===== config.mk =====
export PLATFORM = sky130hd
export DESIGN_NAME = idma_desc64_completion_tracker
export DESIGN_NICKNAME = d
export VERILOG_FILES = /design/src/rtl/idma_desc64_completion_tracker.sv
export SDC_FILE = /design/constraint.sdc
export NUM_CORES = 1
export LEC_CHECK = 0
export BUFFER_PORTS_ARGS = -buffer_cell sky130_fd_sc_hd__buf_2
export CAP_MARGIN = 10
export CORE_MARGIN = 2
export CORE_UTILIZATION = 25
export CTS_CLUSTER_SIZE = 12
export DETAILED_ROUTE_END_ITERATION = 8
export HOLD_SLACK_MARGIN = 0.05
export PLACE_DENSITY_LB_ADDON = 0.25
export SYNTH_ARGS = -nofsm -noshare
export SYNTH_HDL_FRONTEND = slang
export SYNTH_SLANG_ARGS = --single-unit
export TNS_END_PERCENT = 5

===== constraint.sdc =====
create_clock -name clk_i -period 23.3 [get_ports clk_i]
set_clock_uncertainty 0.2 [all_clocks]
set_input_delay 2.33 -clock clk_i [delete_from_list [all_inputs] [get_ports clk_i]]
set_output_delay 2.33 -clock clk_i [all_outputs]
set_load 0.01 [all_outputs]

===== src/rtl/idma_desc64_completion_tracker.sv =====
// idma_desc64_completion_tracker: per-channel in-flight descriptor queues with round-robin completion writeback
module idma_desc64_completion_tracker #(
    parameter int unsigned NumChannels      = 2,
    parameter int unsigned AddrWidth        = 64,
    parameter int unsigned PendingFifoDepth = 8,
    parameter int unsigned ChanIdxWidth     = (NumChannels > 1) ? $clog2(NumChannels) : 1,
    parameter int unsigned CntWidth         = $clog2(PendingFifoDepth + 1)
) (
    input  logic                            clk_i,
    input  logic                            rst_ni,
    input  logic                            push_valid_i,
    output logic                            push_ready_o,
    input  logic [ChanIdxWidth-1:0]         push_chan_i,
    input  logic [AddrWidth-1:0]            push_addr_i,
    input  logic                            push_irq_i,
    input  logic                            rsp_valid_i,
    output logic                            rsp_ready_o,
    input  logic [ChanIdxWidth-1:0]         rsp_chan_i,
    input  logic                            rsp_error_i,
    output logic                            wb_valid_o,
    input  logic                            wb_ready_i,
    output logic [AddrWidth-1:0]            wb_addr_o,
    output logic [ChanIdxWidth-1:0]         wb_chan_o,
    output logic                            wb_error_o,
    output logic                            wb_irq_o,
    output logic [NumChannels*CntWidth-1:0] pending_cnt_o,
    output logic                            busy_o
);
    localparam int unsigned IdxWidth = $clog2(PendingFifoDepth);
    localparam int unsigned PtrWidth = IdxWidth + 1;
    typedef logic [PtrWidth-1:0] ptr_t;

    ptr_t                 wr_q   [NumChannels];
    ptr_t                 done_q [NumChannels];
    ptr_t                 rd_q   [NumChannels];
    ptr_t                 occ    [NumChannels];
    logic [AddrWidth-1:0] addr_mem [NumChannels][PendingFifoDepth];
    logic                 irq_mem  [NumChannels][PendingFifoDepth];
    logic                 err_mem  [NumChannels][PendingFifoDepth];
    logic [NumChannels-1:0]  rsp_hit, elig;
    logic [ChanIdxWidth-1:0] rr_q, win, c_idx;
    logic push_chan_ok, rsp_chan_ok, push_fire, rsp_fire, load, win_found, win_err;

    assign push_chan_ok = 32'(push_chan_i) < NumChannels;
    assign rsp_chan_ok  = 32'(rsp_chan_i) < NumChannels;
    assign push_ready_o = push_chan_ok && (occ[push_chan_i] < PtrWidth'(PendingFifoDepth));
    assign rsp_ready_o  = rsp_chan_ok && (wr_q[rsp_chan_i] != done_q[rsp_chan_i]);
    assign push_fire    = push_valid_i && push_ready_o;
    assign rsp_fire     = rsp_valid_i && rsp_ready_o;
    assign load         = !wb_valid_o || wb_ready_i;
    assign busy_o       = wb_valid_o || (|pending_cnt_o);

    // A response accepted this cycle makes its channel eligible immediately
    always_comb begin
        rsp_hit       = '0;
        elig          = '0;
        pending_cnt_o = '0;
        for (int c = 0; c < NumChannels; c++) begin
            occ[c]     = wr_q[c] - rd_q[c];
            rsp_hit[c] = rsp_fire && (rsp_chan_i == ChanIdxWidth'(c));
            elig[c]    = (rd_q[c] != done_q[c]) || rsp_hit[c];
            pending_cnt_o[c*CntWidth +: CntWidth] = CntWidth'(occ[c]);
        end
    end

    always_comb begin
        win       = '0;
        win_found = 1'b0;
        c_idx     = rr_q;
        for (int i = 0; i < NumChannels; i++) begin
            c_idx = (32'(c_idx) == NumChannels - 1) ? '0 : c_idx + ChanIdxWidth'(1);
            if (!win_found && elig[c_idx]) begin
                win       = c_idx;
                win_found = 1'b1;
            end
        end
        win_err = (rd_q[win] == done_q[win]) ? rsp_error_i : err_mem[win][rd_q[win][IdxWidth-1:0]];
    end

    always_ff @(posedge clk_i) begin
        if (push_fire) begin
            addr_mem[push_chan_i][wr_q[push_chan_i][IdxWidth-1:0]] <= push_addr_i;
            irq_mem[push_chan_i][wr_q[push_chan_i][IdxWidth-1:0]]  <= push_irq_i;
        end
        if (rsp_fire) err_mem[rsp_chan_i][done_q[rsp_chan_i][IdxWidth-1:0]] <= rsp_error_i;
    end

    always_ff @(posedge clk_i or negedge rst_ni) begin
        if (!rst_ni) begin
            for (int c = 0; c < NumChannels; c++) begin
                wr_q[c]   <= '0;
                done_q[c] <= '0;
                rd_q[c]   <= '0;
            end
            rr_q       <= '0;
            wb_valid_o <= 1'b0;
            wb_addr_o  <= '0;
            wb_chan_o  <= '0;
            wb_error_o <= 1'b0;
            wb_irq_o   <= 1'b0;
        end else begin
            for (int c = 0; c < NumChannels; c++) begin
                if (push_fire && push_chan_i == ChanIdxWidth'(c)) wr_q[c] <= wr_q[c] + PtrWidth'(1);
                if (rsp_hit[c]) done_q[c] <= done_q[c] + PtrWidth'(1);
                if (load && win_found && win == ChanIdxWidth'(c)) rd_q[c] <= rd_q[c] + PtrWidth'(1);
            end
            if (load) begin
                wb_valid_o <= win_found;
                if (win_found) begin
                    rr_q       <= win;
                    wb_addr_o  <= addr_mem[win][rd_q[win][IdxWidth-1:0]];
                    wb_chan_o  <= win;
                    wb_error_o <= win_err;
                    wb_irq_o   <= irq_mem[win][rd_q[win][IdxWidth-1:0]] | win_err;
                end
            end
        end
    end

    always_comb begin
        assert (!(push_valid_i && !push_chan_ok));
        assert (!(rsp_valid_i && !rsp_chan_ok));
    end
endmodule


======== Word-level counts from Yosys, hierarchy flattened ========
Memory sizes are Yosys's and may differ from the RTL's.
Index checks and enable logic that the tools add are counted.
cells by class
  bitwise gates (word level) .............. 10
  equal/unequal tests ..................... 4
  magnitude comparators ................... 11
  add/subtract/negate cells ............... 10
  divide/modulo/power cells ............... 0
  $mul .................................... 0
  shift-type cells ........................ 0
  multiplexer cells ....................... 49
  reductions and logical operators ........ 20
operators by type and width
  cell                                                number
  2-to-1 mux 512 bit                                  1
  binary-select mux 64 bit (select 3 bit)             1
  demux 64 bit (select 3 bit)                         1
  2-to-1 mux 64 bit                                   3
  2-to-1 mux 4 bit                                    15
  adder 4 x 1 -> 4 bit, second input constant         6
  2-to-1 mux 1 bit                                    19
  2-to-1 mux 8 bit                                    2
  >= comparator 4 bit, second input constant          3
  logical AND 1 bit                                   12
  != test 4 bit                                       3
  inverter 3 -> 4 bit                                 3
  2-to-1 mux 3 bit                                    3
  < comparator 4 x 1 -> 1 bit, second input constant  2
  OR reduction 8 bit                                  1
  subtractor 4 bit                                    2
  binary-select mux 1 bit (select 3 bit)              2
  demux 1 bit (select 3 bit)                          2
  >= comparator 2 bit, second input constant          3
  inverter 1 -> 2 bit                                 3
  equality test 4 bit                                 1
  logical OR 1 bit                                    4
  < comparator 1 x 2 -> 1 bit, second input constant  2
  < comparator 4 bit, second input constant           1
  other kinds (5)                                     9
storage, ports and cells
  bits of input ports ..................... 73
  memories kept ........................... 3
  bits in writable memories ............... 1056
  bits in read-only memories .............. 0
  bits in registers ....................... 92
  latch bits .............................. 0
  output and inout port bits .............. 79
  logic and storage cells ................. 118
memories
  memory    depth  width  read ports  clocked after memory_dff  wr ports  line  source
  addr_mem  2      512    1           0                         1         37    logic [AddrWidth-1:0] addr_mem [NumChannels][PendingFifoDepth];
  err_mem   2      8      1           0                         1         39    logic err_mem [NumChannels][PendingFifoDepth];
  irq_mem   2      8      1           0                         1         38    logic irq_mem [NumChannels][PendingFifoDepth];

======== Logic depth before layout (Yosys ltp) ========
  depth after elaboration ................. 24
  mapped depth ............................ 11

======== Least setup slack after synthesis ========
Ideal clock, no wire load.
  path type ............................... input -> register
  start ................................... input port push_valid_i
  end ..................................... memory addr_mem[1][256] (netlist name) (enable)
  slack ................................... 13.012 ns
  required time ........................... 22.428 ns
  buffers on the path ..................... 0
  stages .................................. 3
  setup time .............................. 0.672 ns
  arrival ................................. 9.416 ns
  path through ............................ nand2_1 -> nor2_1 -> nor4b_1
on the way
  word-level cells in the longest chain between the ends .. 3
ends and longest elaborated chain
  item                                      line  source
  start, declared                           11    input logic push_valid_i,
  logical AND 1 bit                         48    assign push_fire = push_valid_i && push_ready_o;
  2-to-1 mux 1 bit                          81    if (push_fire) begin
  2-to-1 mux 512 bit (not written as such)  82    addr_mem[push_chan_i][wr_q[push_chan_i][IdxWidth-1:0]] <= push_addr_i;
  end, declared                             37
No other way between the ends.

======== Worst setup path after layout ========
  start ................................... register rd_q[6] (netlist name)
  end ..................................... output port busy_o
on the way
  word-level cells in the longest chain between the ends .. 3
ends and longest elaborated chain
  item                             line  source
  start, declared                  35    ptr_t rd_q [NumChannels];
  start signal, assigned by index  105   if (load && win_found && win == ChanIdxWidth'(c)) rd_q[c] <= rd_q[c] + PtrWidth'(1);
  subtractor 4 bit                 59    occ[c] = wr_q[c] - rd_q[c];
  OR reduction 8 bit               51    assign busy_o = wb_valid_o || (|pending_cnt_o);
  logical OR 1 bit                 51
  end, declared                    27    output logic busy_o
No other way between the ends.

==> summary.md <==
| Metric | Value |
|---|---|
| Final setup TNS | `0 ns` |
| Most common cell in the netlist | `edfxtp_1` |
| # nets final | `approximately 2400` |
| Row count | `approximately 150` |
| TritonCTS buffer count | `around 120` |
| Initial core utilization | `around 25%` |
| Simple-Gate Fraction of Synth Area | `1.699%` |
| Die width | `~420 um` |
| Drt total wl | `between 100000 and 150000 um` |
| Core Area | `roughly 0.18 mm2` |
| Syn_area_per_cell | `approximately 21 um2` |
| Synth area leaders | `edfxtp_1 72%, mux4_2 13%, dfrtp_1 5.2%, o21ai_0 1.7%, a32oi_1 1.3%` |
| Synth Register Bits | `roughly 1100` |
| Via density per instance | `around 4.7` |
| Final period util | `about 28%` |
| Max stage delay cell, worst path | `dfrtp_4` |
| Adder-cell area share of the yosys netlist | `less than 1%` |
| Crit path depth | `6` |
| I/O pins | `152` |
| Detailed Route Iter0 Violations | `1623` |
| Initial antenna violation count | `23` |
| Lkg Pwr | `around 16 nW` |
| Post-synth EDFFs | `1056` |
| Layer with the highest usage | `met2` |
| WHS Path Cells | `1` |
| CP peak stage delay | `1.12 ns` |
| CP cell instances | `inv_1 -> ha_1 -> xnor2_1 -> nor4_2 -> nand3b_1 -> buf_2` |
| Total die area | `about 0.18 mm2` |
| Worst Path Buf+Inv | `2` |
| Post-synthesis sequential area ratio | `76.83%` |
| Count of input and output buffers | `about 150` |
| Max H-tree Level | `3` |
| Detailed Place HPWL | `roughly 71000 um` |
| CP max FO | `54` |
| Async S/R FF share, synth | `~8%` |
| Slew of the pin with the lowest slew margin | `about 1.2 ns` |
| Hold WS | `around 0.33 ns` |
| Layout fillers | `~17000` |
| Synth Net Count | `2217` |
| MaxCap Viol Count | `0` |
| Clk buf depth | `3` |
| Via count | `22370` |
| Iteration count of the initial detailed-routing pass | `5` |
| Layout area overhead | `16.80%` |
| Crit path required time | `around 21 ns` |
| Vias in the first global route | `around 24000` |
| Max VDD drop | `about 0.080 mV` |
| Worst hold path type | `reg -> reg` |
| Hold-fix buffers, CTS | `0` |
| Most used DFF post-synth | `edfxtp_1` |
| Outcome | `finished clean` |
| Post-synthesis cell type count | `45` |
| Largest family of logic cells by synthesized area | `multiplexers` |
| Mux cell area share after synthesis | `13.70%` |
| WL per Instance | `approximately 27 um` |
| First-pass GRT wire length | `approximately 180000 um` |
| WP data arrival | `~4 ns` |
| GR met2 Demand/Resource | `25.44%` |
| Fin crit period | `around 6.5 ns` |
| Compound-Gate Fraction of Synth Area | `4.935%` |
| Final hold vios | `0` |
| Met3 Track Usage GR | `under 10%` |
| Delay-heaviest family, CP | `flip-flops` |
| Tot GR Track Use | `approximately 14%` |
| Yosys warnings | `0` |
| Yosys top cell by area | `edfxtp_1` |
| Share of cells above drive strength 1 | `about 28%` |
| PwrDens | `between 100 and 150 mW/mm2` |
| CP Launch Type | `flip-flop` |
| CTS tree | `built` |
| Cells after Synth | `about 2100` |
| Synth cell count leaders | `1056 x edfxtp_1, 264 x mux4_2, 150 x o21ai_0` |
| Top cell type's share of synthesized area | `approximately 72%` |
| Die height | `between 400 and 500 um` |
| Root buf cell | `clkbuf_16` |
| Pin count of the biggest net entering global routing | `84` |
| RSZ-0062 raised after global routing | `no` |
| Fmax | `0.1538 GHz` |
| CTS sink cnt | `about 1100` |
| Finish-stage setup viols | `0` |
| M1 GR Usage | `between 15 and 20%` |
| Post_cts resized | `0` |
| Slew margin rel. | `about a fifth` |
| Worst Path Class, Setup | `reg -> out` |
| Crit end category | `primary output` |
| DRC | `0` |
| Post-DRT Antenna Nets | `0` |
| Global route overflow | `0` |
| Max Transition Viols Final | `0` |
| Post-Synth XOR/XNOR Area | `0.8734%` |
| Clock-pin slew on the worst setup and hold paths | `~0.06 ns` |
| Mapped Area | `~0.044 mm2` |
| Final Wtd Congestion | `between 0.7 and 0.8` |
| Clock latency at the later pin of the worst-skew pair | `0.78 ns` |
| Total Power | `6.526 mW` |
| Worst R2R Path Depth | `7` |
| Number of buffers added for setup after CTS | `0` |
==> final cells by class <==
class / instances / area, um2 / share of cell area [%]
Tap cell: 2340 / 2928 / 5.662
Timing Repair Buffer: 207 / 1195 / 2.311
Antenna cell: 2 / 5.005 / 0.009679
Multi-Input combinational cell: 826 / 9713 / 18.78
Clock buffer: 185 / 3407 / 6.589
Clock inverter: 35 / 346.6 / 0.6703
Sequential cell: 1148 / 34040 / 65.82
Inverter: 20 / 77.57 / 0.1500
==> power by group <==
group          internal, mW  total (mW)  switching [mW]
registers              2.49        2.72           0.231
logic                 0.775        1.98            1.20
clock network          1.03        1.83           0.800
total                  4.29        6.53            2.23
==> kinds of logic (layout without fill, tap and decap cells) <==
family | count (synthesis) | count (layout)
adder cells (fa/ha/maj) | 14 | 14
XOR/XNOR | 39 | 39
AND/OR/NAND/NOR | 164 | 164
buffers and inverters | 156 | 447
AO/OA/AOI/OAI | 334 | 334
multiplexers | 275 | 275
other | 0 | 2
flip-flops | 1148 | 1148
==> layer usage <==
layer | share of wire (%) | wire (um)
met1 | 40 | 51400
met2 | 52 | 66760
met3 | 4.9 | 6361
met4 | 3.4 | 4361
met5 | 0.018 | 23
==> final timing paths <==
path                            slack [ns]       endpoint  startpoint
worst max-delay path                 16.80         busy_o     rd_q[6]
worst min-delay path                  0.33      done_q[3]   done_q[3]
worst max register to register       18.63  wb_addr_o[32]     rd_q[0]
worst min register to register        0.33      done_q[3]   done_q[3]
max in group asynchronous            20.17        rd_q[1]      rst_ni
min in group asynchronous             1.43  wb_addr_o[22]      rst_ni
==> through the flow <==
| step | util (%) | area (um2) | cells | worst slack (ns) |
|---|---|---|---|---|
| finish | 29.36 | 51710 | 4763 | 16.80 |
| global route | 29.36 | 51700 | 4762 | 16.79 |
| CTS | 29.36 | 51700 | 4761 | 16.73 |
| detailed placement | 27.23 | 47950 | 4541 | 17.41 |
| global placement | 27.22 | 47940 | 4541 | 17.10 |
| floorplan | - | 44270 | 2130 | 13.01 |
==> sequential cells by signal, indices dropped and copies added, names as in the netlist <==
| name | flops |
|---|---|
| wb_irq_o | 1 |
| done_q | 8 |
| rd_q | 8 |
| irq_mem | 16 |
| wb_valid_o | 1 |
| wr_q | 8 |
| addr_mem | 1024 |
| err_mem | 16 |
| wb_addr_o | 64 |
| wb_chan_o | 1 |
| wb_error_o | 1 |
==> layout by cell type, fill, tap and decap left out, types with 5 or more instances in the layout <==
cell type	n
dfrtp_1	86
o21ai_0	150
mux2_2	7
ha_1	12
mux4_2	264
dfrtp_4	6
clkinv_1	13
xnor2_2	6
nor3_1	8
inv_1	18
nand4_1	5
o22ai_1	15
xnor2_1	23
clkbuf_8	16
xor2_1	10
clkbuf_16	120
clkinv_2	13
nor4_2	6
nand3_1	10
a32oi_1	64
o21ai_1	30
nor2_1	14
buf_2	150
edfxtp_1	1056
buf_4	55
nand2_1	89
clkbuf_1	49
a22oi_1	63
==> worst register-to-register path, delay by kind of cell (launching register included) <==
| family | cells | cell delay (ns) |
|---|---|---|
| simple gates | 2 | 1.31 |
| compound gates | 3 | 1.15 |
| flops | 1 | 0.93 |
| buf+inv | 1 | 0.74 |
| xor+xnor | 1 | 0.21 |
No activity file was read; power rests on OpenSTA's default activity.
